--- src/rtl/instruction_fetch_unit_pkg.sv ---
// Shared definitions for the instruction fetch unit: default address width,
// opcodes recognised by the optional predecode, FSM state encoding.
package instruction_fetch_unit_pkg;

    // Default instruction memory word-address width
    localparam int unsigned IfuAddrW = 6;

    // Primary opcodes (instr[31:26])
    localparam logic [5:0] OpRtype = 6'b000000;
    localparam logic [5:0] OpLw    = 6'b100011;

    typedef enum logic [1:0] {
        StIdle  = 2'b00,
        StFetch = 2'b01,
        StDone  = 2'b10
    } ifu_state_e;

    typedef struct packed {
        logic is_rtype;
        logic is_lw;
    } predecode_t;

    // Classify a primary opcode for the decode-side hints
    function automatic predecode_t predecode(input logic [5:0] opcode);
        predecode_t p;
        p.is_rtype = (opcode == OpRtype);
        p.is_lw    = (opcode == OpLw);
        return p;
    endfunction

endpackage

--- src/rtl/instruction_fetch_unit_pc_counter.sv ---
// Fetch PC counter: program counter register with asynchronous reset,
// increment enable and parallel load. Load (redirect) beats increment.
module instruction_fetch_unit_pc_counter #(
    parameter int unsigned ADDR_W   = 6,
    parameter int unsigned RESET_PC = 0
) (
    input  logic              clk_i,
    input  logic              rst_ni,
    input  logic              load_i,
    input  logic [ADDR_W-1:0] load_pc_i,
    input  logic              inc_i,
    output logic [ADDR_W-1:0] pc_o
);

    localparam logic [ADDR_W-1:0] ResetPc = ADDR_W'(RESET_PC);

    logic [ADDR_W-1:0] pc_d, pc_q;

    // Next PC: redirect target, sequential successor (wraps), or hold
    always_comb begin
        pc_d = pc_q;
        if (load_i) begin
            pc_d = load_pc_i;
        end else if (inc_i) begin
            pc_d = pc_q + ADDR_W'(1);
        end
    end

    // PC register
    always_ff @(posedge clk_i or negedge rst_ni) begin
        if (!rst_ni) begin
            pc_q <= ResetPc;
        end else begin
            pc_q <= pc_d;
        end
    end

    assign pc_o = pc_q;

endmodule

--- src/rtl/instruction_fetch_unit.sv ---
// Instruction fetch unit: owns the PC, addresses the combinational instruction
// memory and holds the fetched word in a registered IF/ID valid/ready stage.
// Supports start/done program sequencing and redirect with flush.
// Optional feature macro: IFU_PREDECODE_EN adds registered if_is_rtype_o /
// if_is_lw_o hints that travel with if_instr_o.
module instruction_fetch_unit
    import instruction_fetch_unit_pkg::*;
#(
    parameter int unsigned ADDR_W   = IfuAddrW,
    parameter int unsigned RESET_PC = 0,
    parameter int unsigned PROG_LEN = 10
) (
    input  logic              clk_i,
    input  logic              rst_ni,
    input  logic              start_i,
    output logic [ADDR_W-1:0] imem_addr_o,
    input  logic [31:0]       imem_data_i,
    input  logic              redirect_valid_i,
    input  logic [ADDR_W-1:0] redirect_pc_i,
    input  logic              id_ready_i,
    output logic              if_valid_o,
    output logic [31:0]       if_instr_o,
    output logic [ADDR_W-1:0] if_pc_o,
`ifdef IFU_PREDECODE_EN
    output logic              if_is_rtype_o,
    output logic              if_is_lw_o,
`endif
    output logic              done_o
);

    localparam logic [ADDR_W-1:0] LastPc = ADDR_W'(PROG_LEN - 1);

    ifu_state_e        state_d, state_q;
    logic [ADDR_W-1:0] pc;
    logic              load;
    logic              done;

    logic              if_valid_d, if_valid_q;
    logic [31:0]       if_instr_d, if_instr_q;
    logic [ADDR_W-1:0] if_pc_d, if_pc_q;

    // PC: redirect loads in any state, every accepted fetch advances it
    instruction_fetch_unit_pc_counter #(
        .ADDR_W   (ADDR_W),
        .RESET_PC (RESET_PC)
    ) u_pc_counter (
        .clk_i     (clk_i),
        .rst_ni    (rst_ni),
        .load_i    (redirect_valid_i),
        .load_pc_i (redirect_pc_i),
        .inc_i     (load),
        .pc_o      (pc)
    );

    // FSM state register
    always_ff @(posedge clk_i or negedge rst_ni) begin
        if (!rst_ni) begin
            state_q <= StIdle;
        end else begin
            state_q <= state_d;
        end
    end

    // FSM next state; a redirect in IDLE only moves the PC
    always_comb begin
        state_d = state_q;
        unique case (state_q)
            StIdle: begin
                if (start_i && !redirect_valid_i) begin
                    state_d = StFetch;
                end
            end
            StFetch: begin
                if (load && (pc == LastPc)) begin
                    state_d = StDone;
                end
            end
            StDone: begin
                if (redirect_valid_i) begin
                    state_d = StFetch;
                end
            end
            default: state_d = StIdle;
        endcase
    end

    // FSM outputs: fetch when the IF/ID slot is free or draining, unless flushing
    always_comb begin
        load = (state_q == StFetch) && (!if_valid_q || id_ready_i) && !redirect_valid_i;
        done = (state_q == StDone);
    end

    // IF/ID next state: flush wins, then load, then drain on acceptance
    always_comb begin
        if_valid_d = if_valid_q;
        if_instr_d = if_instr_q;
        if_pc_d    = if_pc_q;
        if (redirect_valid_i) begin
            if_valid_d = 1'b0;
        end else if (load) begin
            if_valid_d = 1'b1;
            if_instr_d = imem_data_i;
            if_pc_d    = pc;
        end else if (id_ready_i && if_valid_q) begin
            if_valid_d = 1'b0;
        end
    end

    // IF/ID pipeline register
    always_ff @(posedge clk_i or negedge rst_ni) begin
        if (!rst_ni) begin
            if_valid_q <= 1'b0;
            if_instr_q <= '0;
            if_pc_q    <= '0;
        end else begin
            if_valid_q <= if_valid_d;
            if_instr_q <= if_instr_d;
            if_pc_q    <= if_pc_d;
        end
    end

`ifdef IFU_PREDECODE_EN
    predecode_t pd_d, pd_q;

    // Predecode hints follow if_instr: recomputed only when a word is loaded
    always_comb begin
        pd_d = pd_q;
        if (load && !redirect_valid_i) begin
            pd_d = predecode(imem_data_i[31:26]);
        end
    end

    // Predecode register
    always_ff @(posedge clk_i or negedge rst_ni) begin
        if (!rst_ni) begin
            pd_q <= '0;
        end else begin
            pd_q <= pd_d;
        end
    end

    assign if_is_rtype_o = pd_q.is_rtype;
    assign if_is_lw_o    = pd_q.is_lw;
`endif

    assign imem_addr_o = pc;
    assign if_valid_o  = if_valid_q;
    assign if_instr_o  = if_instr_q;
    assign if_pc_o     = if_pc_q;
    assign done_o      = done;

endmodule

--- config.mk ---
export PLATFORM = sky130hd
export DESIGN_NAME = instruction_fetch_unit
export DESIGN_NICKNAME = d
export VERILOG_FILES = /design/src/rtl/instruction_fetch_unit_pkg.sv /design/src/rtl/instruction_fetch_unit_pc_counter.sv /design/src/rtl/instruction_fetch_unit.sv
export SDC_FILE = /design/constraint.sdc
export NUM_CORES = 1
export LEC_CHECK = 0
export ABC_AREA = 1
export CORE_MARGIN = 5
export CORE_UTILIZATION = 33
export DETAILED_ROUTE_END_ITERATION = 6
export GPL_ROUTABILITY_DRIVEN = 0
export GPL_TIMING_DRIVEN = 0
export PLACE_DENSITY = 0.77
export SETUP_SLACK_MARGIN = 0.15
export SLEW_MARGIN = 20
export SYNTH_ARGS = -nofsm -noshare
export SYNTH_HDL_FRONTEND = slang
export SYNTH_HIERARCHICAL = 1
export SYNTH_SLANG_ARGS = --single-unit
--- constraint.sdc ---
create_clock -name clk_i -period 1.42 [get_ports clk_i]
set_clock_uncertainty 0.05 [all_clocks]
set_input_delay 0.284 -clock clk_i [delete_from_list [all_inputs] [get_ports clk_i]]
set_output_delay 0.284 -clock clk_i [all_outputs]
set_load 0.005 [all_outputs]
**Word-level counts from Yosys, hierarchy flattened**

Cells that the tools add are included.

- $add $sub $neg: 1
- Multipliers: 0
- Divide/modulo/power cells: 0
- Magnitude comparators: 0
- Eq/ne operators: 6
- Shift operators: 0
- Multiplexer cells: 9
- Bitwise logic cells: 1
- Reductions and logical operators: 13

Operators with widths:

| operator | count |
|---|---|
| $mux 6 | 2 |
| $add 6x1->6 const B | 1 |
| $eq 6x4->1 const B | 1 |
| $mux 2 | 3 |
| $ne 2x2->1 const B | 3 |
| $pmux 2 s3 | 1 |
| $logic_and 1x1->1 | 5 |
| $mux 1 | 3 |
| $reduce_and 3->1 | 1 |
| $reduce_bool 3->1 | 1 |
| $eq 2x1->1 const B | 1 |
| $eq 2x2->1 const B | 1 |
| $logic_not 1->1 | 2 |
| $logic_not 2->1 | 1 |
| $reduce_and 2->1 | 1 |
| $reduce_bool 2->1 | 1 |
| $logic_or 1x1->1 | 1 |
| $not 1->1 | 1 |

- Flip-flop bits (word level): 47
- Latch bits: 0
- Memory bits (writable): 0
- Bits in read-only memories: 0
- Input bits: 43
- Output and inout port bits: 46
- Word-level logic and storage cells: 35
- Memories: 0

**Depth between registers and ports, before layout**

- Depth in word-level cells: 7
- Mapped depth: 8
- Mapped depth without buffers: 7

**Modules after synthesis**

The synthesis kept the hierarchy.

Modules (own cells, without submodules):

| module | instances | cells each | area each (µm²) | seq. area each (µm²) |
|---|---|---|---|---|
| instruction_fetch_unit | 1 | 188 | 1621.6 | 1026.0 |
| instruction_fetch_unit_pc_counter | 1 | 44 | 345.3 | 150.1 |

**Least setup slack after synthesis**

No wires, ideal clock.

- Path kind: reg-to-reg
- From: register state_q[1]
- To: register u_pc_counter.pc_q[2] (netlist: u_pc_counter/pc_o[2])
- Library setup time: 127 ps
- Data arrival time: 1086 ps
- Data required time: 1243 ps
- Path slack: 157 ps
- Cell stages (with the launch flop): 8
- Buffers on the path: 1
- Clock period less this slack: 1263 ps
- Cell sequence: dfrtp_1 -> inv_1 -> nand3_2 -> nor2_2 -> buf_2 -> nor2_2 -> a22oi_1 -> o21ai_1

- Cells in the longest elaborated chain, start to end: 4

RTL lines:

| what | line | text |
|---|---|---|
| start: declaration | instruction_fetch_unit.sv:33 | `ifu_state_e state_d, state_q;` |
| start signal: assignment | instruction_fetch_unit.sv:58 | `state_q <= StIdle;` |
| start signal: assignment | instruction_fetch_unit.sv:60 | `state_q <= state_d;` |
| $eq 2x1->1 | instruction_fetch_unit.sv:89 | `load = (state_q == StFetch) && (!if_valid_q \|\| id_ready_i) && !redirect_valid_i;` |
| $logic_and 1x1->1 (2 in series) | instruction_fetch_unit.sv:89 |  |
| $reduce_bool 2->1 (no source line) | - |  |
| end signal: assignment | instruction_fetch_unit_pc_counter.sv:32 | `pc_q <= ResetPc;` |
| end signal: assignment | instruction_fetch_unit_pc_counter.sv:34 | `pc_q <= pc_d;` |
| end: declaration | instruction_fetch_unit_pc_counter.sv:17 | `logic [ADDR_W-1:0] pc_d, pc_q;` |

Every way passes these cells.
A chain may end at the register's enable or synchronous reset.

**Worst setup path after layout**

Ends and elaborated chain as after synthesis.

==> reports/metrics.yaml <==
synth_compound_area_share_pct: 4.83
synth_common_cells: "132 x nand2_1, 47 x dfrtp_1, 10 x inv_1, 8 x nor2_1"
p_total_mw: 5.59
synth_top_family_by_area: "simple AND/OR/NAND/NOR gates"
core-area_mm2: 0.00585
synth-simple-area-share_pct: 29.5
syn_area_mm2: 0.00197
multi_input_area_um2: 748
cts.htree.levels: 2
synth_top_area_share_pct: 59.8
fin_crit_sh_pct: 92.5
yosysSeqAreaShare_pct: 59.8
syn_area_per_cell_um2: 8.48
synthAdderAreaFrac_pct: 0.636
start_util_pct: 33.6
yosysWarnings: 6
power_density_mw_per_mm2: 1730
first_global_vias: 1827
first_pass_iters: 4
placed_cells: 396
cpMostUsedCell: "nor2_4"
die_y_um: 87.2
root_buffer: "clkbuf_8"
final.min_clock_period_ps: 1310
pwr-share-seq_pct: 39.9
leakage_nw: 1.66
crit_fanout: 6
vias: 1872
grt_pass1_wl_mm: 8.87
ios: 89
synth_top_cell_by_area: "dfrtp_1"
ys_top_cells_by_area: "dfrtp_1 60%, nand2_1 25%, inv_1 1.9%, a22oi_1 1.5%, nor2_1 1.5%"
drc: 0
fmax_ghz: 0.761
crit_type: "reg -> reg"
cts_tree: "yes"
ys.flop_type: "dfrtp_1"
antenna-diode-count: 0
die_area_mm2: 0.00760
slew_headroom_pct: 66.5
async_reset_ff_share_pct: 100
worstPathArrival_ps: 1440
critPathMaxStageDelay_ps: 400
synth_cells: 232
cts.sinks: 47
drive_above_1_share_pct: 21.0
numCtsBuffers: 5
yosysMostFrequentCell: "nand2_1"
grt_start_max_net_pins: 28
avgViaCountPerCell: 4.43
final.setup.tns_ps: 0
portBuffers: 88
synthToLayoutAreaGrowth_pct: 64.4
cap_violations: 0
setup_viol: 0
grt_usage_pct: 14.8
antenna_found_initial: 0
tightest_slew_ps: 503
ys_ff_latch: 47
p_comb_share_pct: 44.4
rsz0062_at_grt: "yes"
p_sw_mw: 1.88
overflow: 0
internal_power_mw: 3.71
hpwlAfterDp_mm: 3.79
startpoint_type: "flip-flop"
layout.area.seq_mm2: 0.00118
final_nets: 391
synthMuxAreaShare_pct: 0
p_sw_share_pct: 33.7
crit_path_cell_trace: "inv_2 > nand3_2 > nor2_4 > buf_6 > nor2_4 > a22oi_1 > o21ai_1"
hp-class: "reg -> reg"
synth_edf_count: 0
synth_nets: 276
path_clk_slew_ps: 90
p_clk_share_pct: 15.7
hold_viol: 0
ant_nets: 0
setup.worst_path.end_class: "flip-flop"
peakVddDrop_mv: 0.608
drtIter0Drc: 56
fill_cells: 543
outcome: "completed"
die_w_um: 87.2
clock_latency_ps: 290
required_ps: 1550
synth_cell_types: 21
whs_ps: 425
wl_mm: 5.51
finalMaxSlewViolations: 0
rows: 28
slowest_stage: "dfrtp_1"
instances_no_fill: 423
detail_route.wl_per_cell_um: 13.0
synthXorXnorAreaFrac_pct: 0
clk_path_buf_depth: 2
[layout make-up]
cell class	instances	area share [%]
inverters	13	1.59
clock buffers	8	3.10
plain buffers	8	2.79
well taps	75	2.90
flip-flops and latches	47	36.5
repair buffers	108	30.0
multi-input cells	164	23.1
[kinds of logic after synthesis]
logic type                 Yosys count
and+or+nand+nor                    149
DFF                                 47
buffers and inverters               21
AOI/OAI and AO/OA                   14
adders and majority gates            1
[cells in the final DEF, fill, tap and decap left out, drive strengths merged]
cell type | Yosys | routed
a22oi | 4 | 4
ha | 1 | 1
nand2 | 133 | 133
nand3 | 6 | 6
nor2 | 10 | 10
clkbuf | 0 | 22
a21oi | 1 | 1
dlygate4sd3 | 0 | 1
clkdlybuf4s50 | 0 | 40
o211ai | 1 | 1
buf | 8 | 30
o21bai | 1 | 1
o21ai | 4 | 4
o21a | 2 | 2
inv | 13 | 13
clkdlybuf4s15 | 0 | 31
dfrtp | 47 | 47
o22ai | 1 | 1
[power by group through the flow]
stage	combinational (mW)	sequential, mW	clock (mW)
3_5_place_dp	2.43	2.29	0
4_1_cts	2.41	2.23	0.908
5_1_grt	2.79	2.32	0.961
6_report	2.49	2.23	0.876
2_1_floorplan	0.839	2.32	0
3_3_place_gp	2.37	2.26	0
[what timing repair did]
| item | in CTS | in global routing |
|---|---|---|
| hold buffers | 1 | 0 |
| buffers inserted | 12 | 5 |
| pin swaps | 1 | 5 |
| gates cloned | 0 | 1 |
| resized for setup | 111 | 39 |
| endpoints found under the hold margin | 20 | 0 |
| endpoints found under the setup margin | 92 | 64 |
[worst max-delay path, delay by kind of cell (launching register included)]
kind	cells	cell delay, ps
and+or+nand+nor	3	270
AOI/OAI and AO/OA	2	250
DFF	1	400
buffers and inverters	2	240
[per-layer routing]
| metal | track usage, % | wire, um |
|---|---|---|
| met4 | 2.93 | 15 |
| met3 | 4.16 | 467 |
| met2 | 23.6 | 2600 |
| met1 | 20.2 | 2430 |
| met5 | 0 | 0 |
[through the flow]
step	instance area (um^2)	setup WS (ps)	util, %
2_1_floorplan	1970	157	-
3_3_place_gp	2940	-1340	50.3
3_5_place_dp	2960	-724	50.5
4_1_cts	3190	107	54.5
5_1_grt	3230	44.1	55.3
6_report	3230	106	55.3
[registers in the layout, summed over array words and instances, names as in the netlist]
signal,count
state_q,2
if_valid_o,1
u_pc_counter/pc_o,6
if_pc_o,6
if_instr_o,32
[final timing paths]
check / startpoint / to / slack, ps / cells past startpoint
hold / removal: if_pc_o[0]$_DFFE_PN0P_ / if_pc_o[0]$_DFFE_PN0P_ / 420 / 2
hold reg to reg: if_pc_o[0]$_DFFE_PN0P_ / if_pc_o[0]$_DFFE_PN0P_ / 420 / 2
setup reg to reg: state_q[1]$_DFFE_PN0P_ / u_pc_counter/pc_o[2]$_DFFE_PN0P_ / 110 / 7
setup / recovery: state_q[1]$_DFFE_PN0P_ / u_pc_counter/pc_o[2]$_DFFE_PN0P_ / 110 / 7
max in group asynchronous: rst_ni / u_pc_counter/pc_o[0]$_DFFE_PN0P_ / 350 / 3
min in group asynchronous: rst_ni / if_instr_o[2]$_DFFE_PN0P_ / 450 / 2
Power figures use the tool's default switching activity.
